<file path="src/rtl/fifo_pkg.sv">
// fifo_pkg: shared defaults and status/error record types for sync_fifo_prog
// Contents: DEF_DATA_WIDTH/DEF_DEPTH defaults, fifo_status_t flag bundle, err_t sticky error bundle.
package fifo_pkg;
    localparam int DEF_DATA_WIDTH = 8;
    localparam int DEF_DEPTH      = 16;

    typedef struct packed {
        logic full;
        logic empty;
        logic almost_full;
        logic almost_empty;
        logic half_full;
    } fifo_status_t;

    typedef struct packed {
        logic overflow;
        logic underflow;
    } err_t;
endpackage

</file>
<file path="src/rtl/fifo_mem.sv">
// fifo_mem: DEPTH x DATA_WIDTH storage array, synchronous write, asynchronous read
// Ports: clk; i_we/i_waddr/i_wdata write port; i_raddr/o_rdata combinational read port.
module fifo_mem
    import fifo_pkg::*;
#(
    parameter int DATA_WIDTH = DEF_DATA_WIDTH,
    parameter int DEPTH      = DEF_DEPTH,
    parameter int ADDR_W     = $clog2(DEPTH)
) (
    input  logic                  clk,
    input  logic                  i_we,
    input  logic [ADDR_W-1:0]     i_waddr,
    input  logic [DATA_WIDTH-1:0] i_wdata,
    input  logic [ADDR_W-1:0]     i_raddr,
    output logic [DATA_WIDTH-1:0] o_rdata
);
    logic [DATA_WIDTH-1:0] r_mem [DEPTH];

    always_ff @(posedge clk) begin
        if (i_we) r_mem[i_waddr] <= i_wdata;
    end

    assign o_rdata = r_mem[i_raddr];
endmodule

</file>
<file path="src/rtl/sync_fifo_prog.sv">
// sync_fifo_prog: single-clock FIFO with programmable thresholds, occupancy count, sticky errors and flush
// Ports: clk, rstn (synchronous, active-low); wr_enb/wr_data push; rd_enb/rd_data pop;
//   flush empties the FIFO; err_clr clears overflow/underflow; af_thresh/ae_thresh program
//   almost_full/almost_empty; level/full/empty/almost_full/almost_empty/half_full report occupancy.
// Build option: define SYNC_FIFO_FWFT_EN for first-word-fall-through read data; default is a
//   registered read with one cycle of latency.
module sync_fifo_prog
    import fifo_pkg::*;
#(
    parameter int DATA_WIDTH = DEF_DATA_WIDTH,
    parameter int DEPTH      = DEF_DEPTH,
    parameter int ADDR_W     = $clog2(DEPTH)
) (
    input  logic                  clk,
    input  logic                  rstn,
    input  logic                  wr_enb,
    input  logic [DATA_WIDTH-1:0] wr_data,
    input  logic                  rd_enb,
    output logic [DATA_WIDTH-1:0] rd_data,
    input  logic                  flush,
    input  logic                  err_clr,
    input  logic [ADDR_W:0]       af_thresh,
    input  logic [ADDR_W:0]       ae_thresh,
    output logic [ADDR_W:0]       level,
    output logic                  full,
    output logic                  empty,
    output logic                  almost_full,
    output logic                  almost_empty,
    output logic                  half_full,
    output logic                  overflow,
    output logic                  underflow
);
    localparam logic [ADDR_W:0] ONE      = {{ADDR_W{1'b0}}, 1'b1};
    localparam logic [ADDR_W:0] FULL_LVL = (ADDR_W + 1)'(DEPTH);
    localparam logic [ADDR_W:0] HALF_LVL = (ADDR_W + 1)'(DEPTH / 2);

    logic [ADDR_W:0]       r_wptr;
    logic [ADDR_W:0]       r_rptr;
    logic [ADDR_W:0]       r_level;
    err_t                  r_err;
    fifo_status_t          w_status;
    logic                  w_wr_acc;
    logic                  w_rd_acc;
    logic                  w_ov_set;
    logic                  w_un_set;
    logic                  w_unused;
    logic [DATA_WIDTH-1:0] w_mem_rdata;

    // Flags depend only on the registered level and the live thresholds.
    always_comb begin
        w_status.full         = r_level == FULL_LVL;
        w_status.empty        = r_level == '0;
        w_status.almost_full  = r_level >= af_thresh;
        w_status.almost_empty = r_level <= ae_thresh;
        w_status.half_full    = r_level >= HALF_LVL;
    end

    // A flush cycle ignores both requests and raises no errors.
    assign w_rd_acc = rd_enb && !w_status.empty && !flush;
    assign w_wr_acc = wr_enb && (!w_status.full || w_rd_acc) && !flush;
    assign w_ov_set = wr_enb && !w_wr_acc && !flush;
    assign w_un_set = rd_enb && !w_rd_acc && !flush;

    // Occupancy comes from r_level, so the pointer wrap bits carry no control duty here.
    assign w_unused = r_wptr[ADDR_W] ^ r_rptr[ADDR_W];

    always_ff @(posedge clk) begin
        if (!rstn) begin
            r_wptr  <= '0;
            r_rptr  <= '0;
            r_level <= '0;
            r_err   <= '0;
        end else if (flush) begin
            r_wptr  <= '0;
            r_rptr  <= '0;
            r_level <= '0;
        end else begin
            if (w_wr_acc) r_wptr <= r_wptr + ONE;
            if (w_rd_acc) r_rptr <= r_rptr + ONE;
            if (w_wr_acc != w_rd_acc) r_level <= w_wr_acc ? r_level + ONE : r_level - ONE;
            // A new error in the same cycle wins over err_clr.
            r_err.overflow  <= w_ov_set | (r_err.overflow & ~err_clr);
            r_err.underflow <= w_un_set | (r_err.underflow & ~err_clr);
        end
    end

    fifo_mem #(
        .DATA_WIDTH (DATA_WIDTH),
        .DEPTH      (DEPTH),
        .ADDR_W     (ADDR_W)
    ) u_mem (
        .clk     (clk),
        .i_we    (w_wr_acc),
        .i_waddr (r_wptr[ADDR_W-1:0]),
        .i_wdata (wr_data),
        .i_raddr (r_rptr[ADDR_W-1:0]),
        .o_rdata (w_mem_rdata)
    );

`ifdef SYNC_FIFO_FWFT_EN
    // Head word is presented directly; meaningless while empty.
    assign rd_data = w_mem_rdata;
`else
    logic [DATA_WIDTH-1:0] r_rd_data;

    always_ff @(posedge clk) begin
        if (!rstn) r_rd_data <= '0;
        else if (w_rd_acc) r_rd_data <= w_mem_rdata;
    end

    assign rd_data = r_rd_data;
`endif

    assign level        = r_level;
    assign full         = w_status.full;
    assign empty        = w_status.empty;
    assign almost_full  = w_status.almost_full;
    assign almost_empty = w_status.almost_empty;
    assign half_full    = w_status.half_full;
    assign overflow     = r_err.overflow;
    assign underflow    = r_err.underflow;
endmodule

</file>
<file path="config.mk">
export PLATFORM = sky130hd
export DESIGN_NAME = sync_fifo_prog
export DESIGN_NICKNAME = d
export VERILOG_FILES = /design/src/rtl/fifo_pkg.sv /design/src/rtl/fifo_mem.sv /design/src/rtl/sync_fifo_prog.sv
export SDC_FILE = /design/constraint.sdc
export NUM_CORES = 1
export LEC_CHECK = 0
export BUFFER_PORTS_ARGS = -buffer_cell sky130_fd_sc_hd__buf_4
export CAP_MARGIN = 0
export CELL_PAD_IN_SITES_DETAIL_PLACEMENT = 0
export CELL_PAD_IN_SITES_GLOBAL_PLACEMENT = 1
export CORE_MARGIN = 2
export CORE_UTILIZATION = 46
export DETAILED_ROUTE_END_ITERATION = 16
export PLACE_DENSITY = 0.81
export SYNTH_ARGS = -nofsm -noshare
export SYNTH_HDL_FRONTEND = slang
export SYNTH_SLANG_ARGS = --single-unit
export TNS_END_PERCENT = 100
</file>
<file path="constraint.sdc">
create_clock -name clk -period 2.7 [get_ports clk]
set_clock_uncertainty 0.2 [all_clocks]
set_input_delay 0.405 -clock clk [delete_from_list [all_inputs] [get_ports clk]]
set_output_delay 0.405 -clock clk [all_outputs]
set_load 0.005 [all_outputs]
</file>
* After elaboration in Yosys (flattened, before gate mapping)
Memory sizes are Yosys's and may differ from the RTL's. A register that Yosys moved wholly into a read port is not among the register bits.
Cells that the tools add are included.
** Cells by class
- Order comparisons :: 3
- $add $sub $neg :: 4
- Bitwise gates (word level) :: 6
- Reductions and logical operators :: 17
- Muxes and demuxes :: 3
- Equality and inequality tests :: 2
** Operators with widths (count)
- $add A5 B1 Y5 const B :: 3
- $logic_and A1 B1 Y1 :: 8
- $logic_not A1 Y1 :: 6
- $eq A5 B5 Y1 const B :: 1
- $ge A5 B4 Y1 const B :: 1
- $ge A5 B5 Y1 :: 1
- $le A5 B5 Y1 :: 1
- $logic_not A5 Y1 :: 1
- $mux W5 :: 1
- $sub A5 B1 Y5 const B :: 1
- $and A1 B1 Y1 :: 2
- $mux W1 :: 2
- $not A1 Y1 :: 2
- $or A1 B1 Y1 :: 2
- $reduce_or A2 Y1 :: 1
- $logic_or A1 B1 Y1 :: 1
- $ne A1 B1 Y1 :: 1
** Word-level totals
- Flip-flop bits (word level) :: 17
- Output and inout bits :: 20
- Memories kept :: 1
- Bits in writable memories :: 128
** Memory list
- u_mem.r_mem :: depth 16, bits a word 8, rd ports 1, clocked after Yosys merged registers in 1, write ports 1, line fifo_mem.sv:17 : logic [DATA_WIDTH-1:0] r_mem [DEPTH];

* Longest topological paths before layout
- Depth after elaboration :: 11
- Gate-level depth with buffers :: 9

* Modules after synthesis
A second synthesis with hierarchy kept.
** Second synthesis, totals
- Cells, all modules :: 379
- Area, all modules :: 6419.9 um^2
** By module, submodules not included
- fifo_mem :: times used 1, area each 4987.3 um^2, cells an instance 221
- sync_fifo_prog :: times used 1, area each 1432.6 um^2, cells an instance 158

* Least setup slack after synthesis
OpenSTA, ideal clock, no wires.
- Path type :: register to register
- From :: reg r_level[0], in the netlist level[0]
- To :: reg r_level[4], in the netlist level[4]
- Slack :: -120 ps
- Data arrival time :: 2551 ps
- Stages on the path, launching flop included :: 10
- Required time :: 2430 ps
- Buffers on the path :: 0
- Library setup time :: 70 ps
- Path through :: dfxtp_1 nor4_1 a31oi_1 inv_1 ha_1 a21oi_1 nand2_1 or3_1 a21o_1 a21oi_1
** On the way
- Cells in the longest elaborated chain, start to end :: 8
- Elaborated cells between the ends (all ways) :: 13
- Classes of those cells :: add/sub (2); eq/ne (2); mux (1); reduce/logical (8)
** Ends and longest elaborated chain
- from (decl) :: line sync_fifo_prog.sv:39 : logic [ADDR_W:0] r_level;
- from (signal assigned) :: line sync_fifo_prog.sv:80 : if (w_wr_acc != w_rd_acc) r_level <= w_wr_acc ? r_level + ONE : r_level - ONE;
- $logic_not A5 Y1 :: line sync_fifo_prog.sv:52 : w_status.empty = r_level == '0;
- $logic_not A1 Y1 :: line sync_fifo_prog.sv:59 : assign w_rd_acc = rd_enb && !w_status.empty && !flush;
- $logic_and A1 B1 Y1 (2 in a row) :: line sync_fifo_prog.sv:59
- $logic_or A1 B1 Y1 :: line sync_fifo_prog.sv:60 : assign w_wr_acc = wr_enb && (!w_status.full || w_rd_acc) && !flush;
- $logic_and A1 B1 Y1 (2 in a row) :: line sync_fifo_prog.sv:60
- $mux W5 or $ne A1 B1 Y1 (tied branches) :: line sync_fifo_prog.sv:80
Several ways; a longest one is shown, not always the timed one.
A chain may end at the register's enable or synchronous reset.

* Worst setup path after layout
- From :: reg r_level[0], in the netlist level[0]
- To :: out almost_full
** On the way
- Cells in the longest elaborated chain, start to end :: 1
** Ends and longest elaborated chain
- $ge A5 B5 Y1 :: line sync_fifo_prog.sv:53 : w_status.almost_full = r_level >= af_thresh;
- to (decl) :: line sync_fifo_prog.sv:27 : output logic almost_full,
No other way between the ends.

==> impl_metrics.tcl <==
set metrics [dict create \
    status "complete, no violations" \
    tightest_slew_ns 0.7813 \
    synth_edf_count 128 \
    pre_cts_ws_ns 0.2448 \
    slew_headroom_pct 47.81 \
    grtUsageMet3_pct 5.472 \
    dieArea_sq_mm 0.01459 \
    crit_type "flip-flop to output port" \
    grt_use_total_pct 18.29 \
    synth_area_leaders "edfxtp_1, dfxtp_1, mux4_2, mux2i_1, ha_1" \
    cts_tree "done" \
    globalRouteOverflowTotal 0 \
    synth_top_area_share_pct 61.27 \
    crit_required_ns 2.10 \
    synthXorXnorAreaFrac_pct 1.396 \
    synth_top_family_by_area "multiplexers" \
    critPathCaptureType "output port" \
    drtAntennaViolNets 0 \
    diodes 0 \
    wl_per_cell_microns 18.59 \
    clk_pin_slew_ns 0.06 \
    ios 44 \
    power_density_mw_per_mm2 701.0 \
    fin_ws_ns 0.1332 \
    fin_nets 517 \
    setup_tns_ns 0 \
    grt_max_degree 24 \
    critPathMostFrequentCell "a21oi_1" \
    die_y_microns 120.8 \
    startpoint_type "flip-flop" \
    final_cells 663 \
    synth.distinct_cells 41 \
    min_path_type "input port to flip-flop" \
    drtIter0Drc 184 \
    io_buffers 43 \
    post_cts_buffers 0 \
    cts_resized 0 \
    wirelength_mm 12.33 \
    row_count 42 \
    use_met1_pct 22.70 \
    finalCritPeriodShare_pct 95.07 \
    grt_pass1_vias 3582 \
    critPathSlowestCell "dfxtp_2" \
    dr.pass1.iters 4 \
    synthesis.nets 449 \
    synth_compound_area_share_pct 6.183 \
    drv_slew 0 \
    yosys.area_share.adder_pct 3.909 \
    synthFlopType "edfxtp_1" \
    drive_above_1_share_pct 25.26 \
    drc 0 \
    clock.fmax_mhz 389.6 \
    dp_cells 631 \
    rsz0062_at_grt "false" \
    p_leak_nw 2.587 \
    cp.arrival_ns 1.96 \
    cts_htree_levels 4 \
    synthArstFlopShare_pct 0 \
    vias 3610 \
    clock-root-buffer "clkbuf_16" \
    cts_sinks 151 \
    clock_latency_ns 0.41 \
    die_w_microns 120.8 \
    gp_congestion 0.7422 \
    avgViaCountPerCell 5.445 \
    yosysMostFrequentCell "edfxtp_1" \
    area_growth_pct 20.82 \
    grt-busiest-layer "met2" \
    ys_warn_count 0 \
    crit_fanout 6 \
    hold_viol_final 0 \
    synth.avg_cell_area_sq_um 15.45 \
    dp_hpwl_mm 8.221 \
    finalCriticalPeriod_ns 2.567 \
    numCtsBuffers 17 \
    setup_viol 0 \
    initial_core_util_pct 47.19 \
    hold_buffers 0 \
    grt_pass1_wl_mm 19.26 \
    yosysTopAreaCell "edfxtp_1" \
    syn_area_sq_mm 0.006274 \
    netlist_instances 406 \
    synthMuxAreaShare_pct 11.17 \
    synthSimpleGateAreaFrac_pct 6.243 \
    synth-seq-cells 151 \
    synth_commonest_cells "edfxtp_1, mux2i_1, nor2_1" \
    max_stage_delay_ns 0.35 \
    fillerInstances 1043 \
    antenna_found_initial 0 \
    maxCapViolCount 0 \
    cp_cell_sequence "buf_6 > inv_1 > ha_1 > nand2b_1 > a21oi_1 > nor2b_1 > o21ai_0 > a21oi_1 > buf_4" \
    grt_use_met2_pct 30.05 \
    peakVddDrop_mv 0.4653 \
    yosysSeqAreaShare_pct 68.61 \
    core_area_sq_mm 0.01330 \
    cts_max_path_buffers 2 \
]
-- stage by stage --
stage | power, mW | hold WS (ns) | area [sq um] | utilization [%]
3_5_place_dp | 2.845 | 0.2605 | 6938 | 52.18
4_1_cts | 5.347 | 0.08828 | 7575 | 56.97
3_3_place_gp | 2.837 | 0.2567 | 6938 | 52.18
6_report | 5.314 | 0.09066 | 7580 | 57.01
2_1_floorplan | 2.726 | 0.2600 | 6286 | -
5_1_grt | 5.472 | 0.1000 | 7580 | 57.01
-- sequential cells by signal, summed over array words and instances, names as in the netlist --
name         count
r_rptr           4
rd_data          8
underflow        1
u_mem.r_mem    128
level            5
overflow         1
r_wptr           4
-- cell type report --
type	instances	area, sq um	share of cell area (%)
timing repair buffer	69	534.3	7.049
sequential	151	4307	56.82
tap	176	220.2	2.905
clock buffer	20	436.7	5.761
clock inverter	12	200.2	2.641
inverter	15	56.30	0.7428
multi-input combinational	220	1826	24.08
-- cells by family (layout without fill, tap and decap cells) --
family                   count (synthesis)  count (layout)
multiplexers                            50              50
buffers and inverters                   35             116
adder cells (fa/ha/maj)                 19              19
XOR/XNOR                                10              10
flip-flops                             151             151
AO/OA/AOI/OAI                           61              61
AND/OR/NAND/NOR                         80              80
-- worst paths after layout --
kind | startpoint | end | slack, ns | cells after the start
worst max-delay path | level[0] | almost_full | 0.13 | 9
worst min-delay path | wr_data[3] | u_mem.r_mem[0][3] | 0.09 | 1
worst max register to register | level[2] | level[4] | 0.25 | 9
worst min register to register | overflow | overflow | 0.27 | 2
-- routing by layer --
layer / share of wire, % / wire length, microns
met4: 2.0 / 248
met3: 5.3 / 659
met5: 0 / 0
met1: 42 / 5231
met2: 50 / 6188
-- critical path: cells and delay by family (launching register included) --
kind | cells | cell delay (ns)
buf+inv | 3 | 0.34
flops | 1 | 0.35
compound gates | 3 | 0.40
simple gates | 2 | 0.20
fa+ha+maj | 1 | 0.26
-- layout by cell type (no fill, tap or decap), types with 2 or more instances in the layout --
cell type     n
edfxtp_1    128
inv_1        15
o22ai_1      18
nor2_1       29
dfxtp_1      21
mux2i_1      34
dfxtp_2       2
clkbuf_1      3
nor2b_1       5
nand4_1       2
buf_4        67
clkbuf_16    17
nand2_1      12
clkinv_4      2
clkinvlp_4    2
ha_1         18
nand2b_1      5
nand3b_1      2
xnor2_1       6
a22oi_1       9
xor2_1        4
o21ai_0      10
bufinv_16     5
nand3_1       5
mux4_2       16
or3_1         2
nor3_1       12
a21oi_1      17
-- where the power goes --
part           total [mW]  internal [mW]  switching (mW)
registers            2.56           2.55          0.0143
logic               0.233          0.111           0.122
clock network        2.52           1.64           0.881
total                5.31           4.30            1.02
No activity file was read; power rests on OpenSTA's default activity.
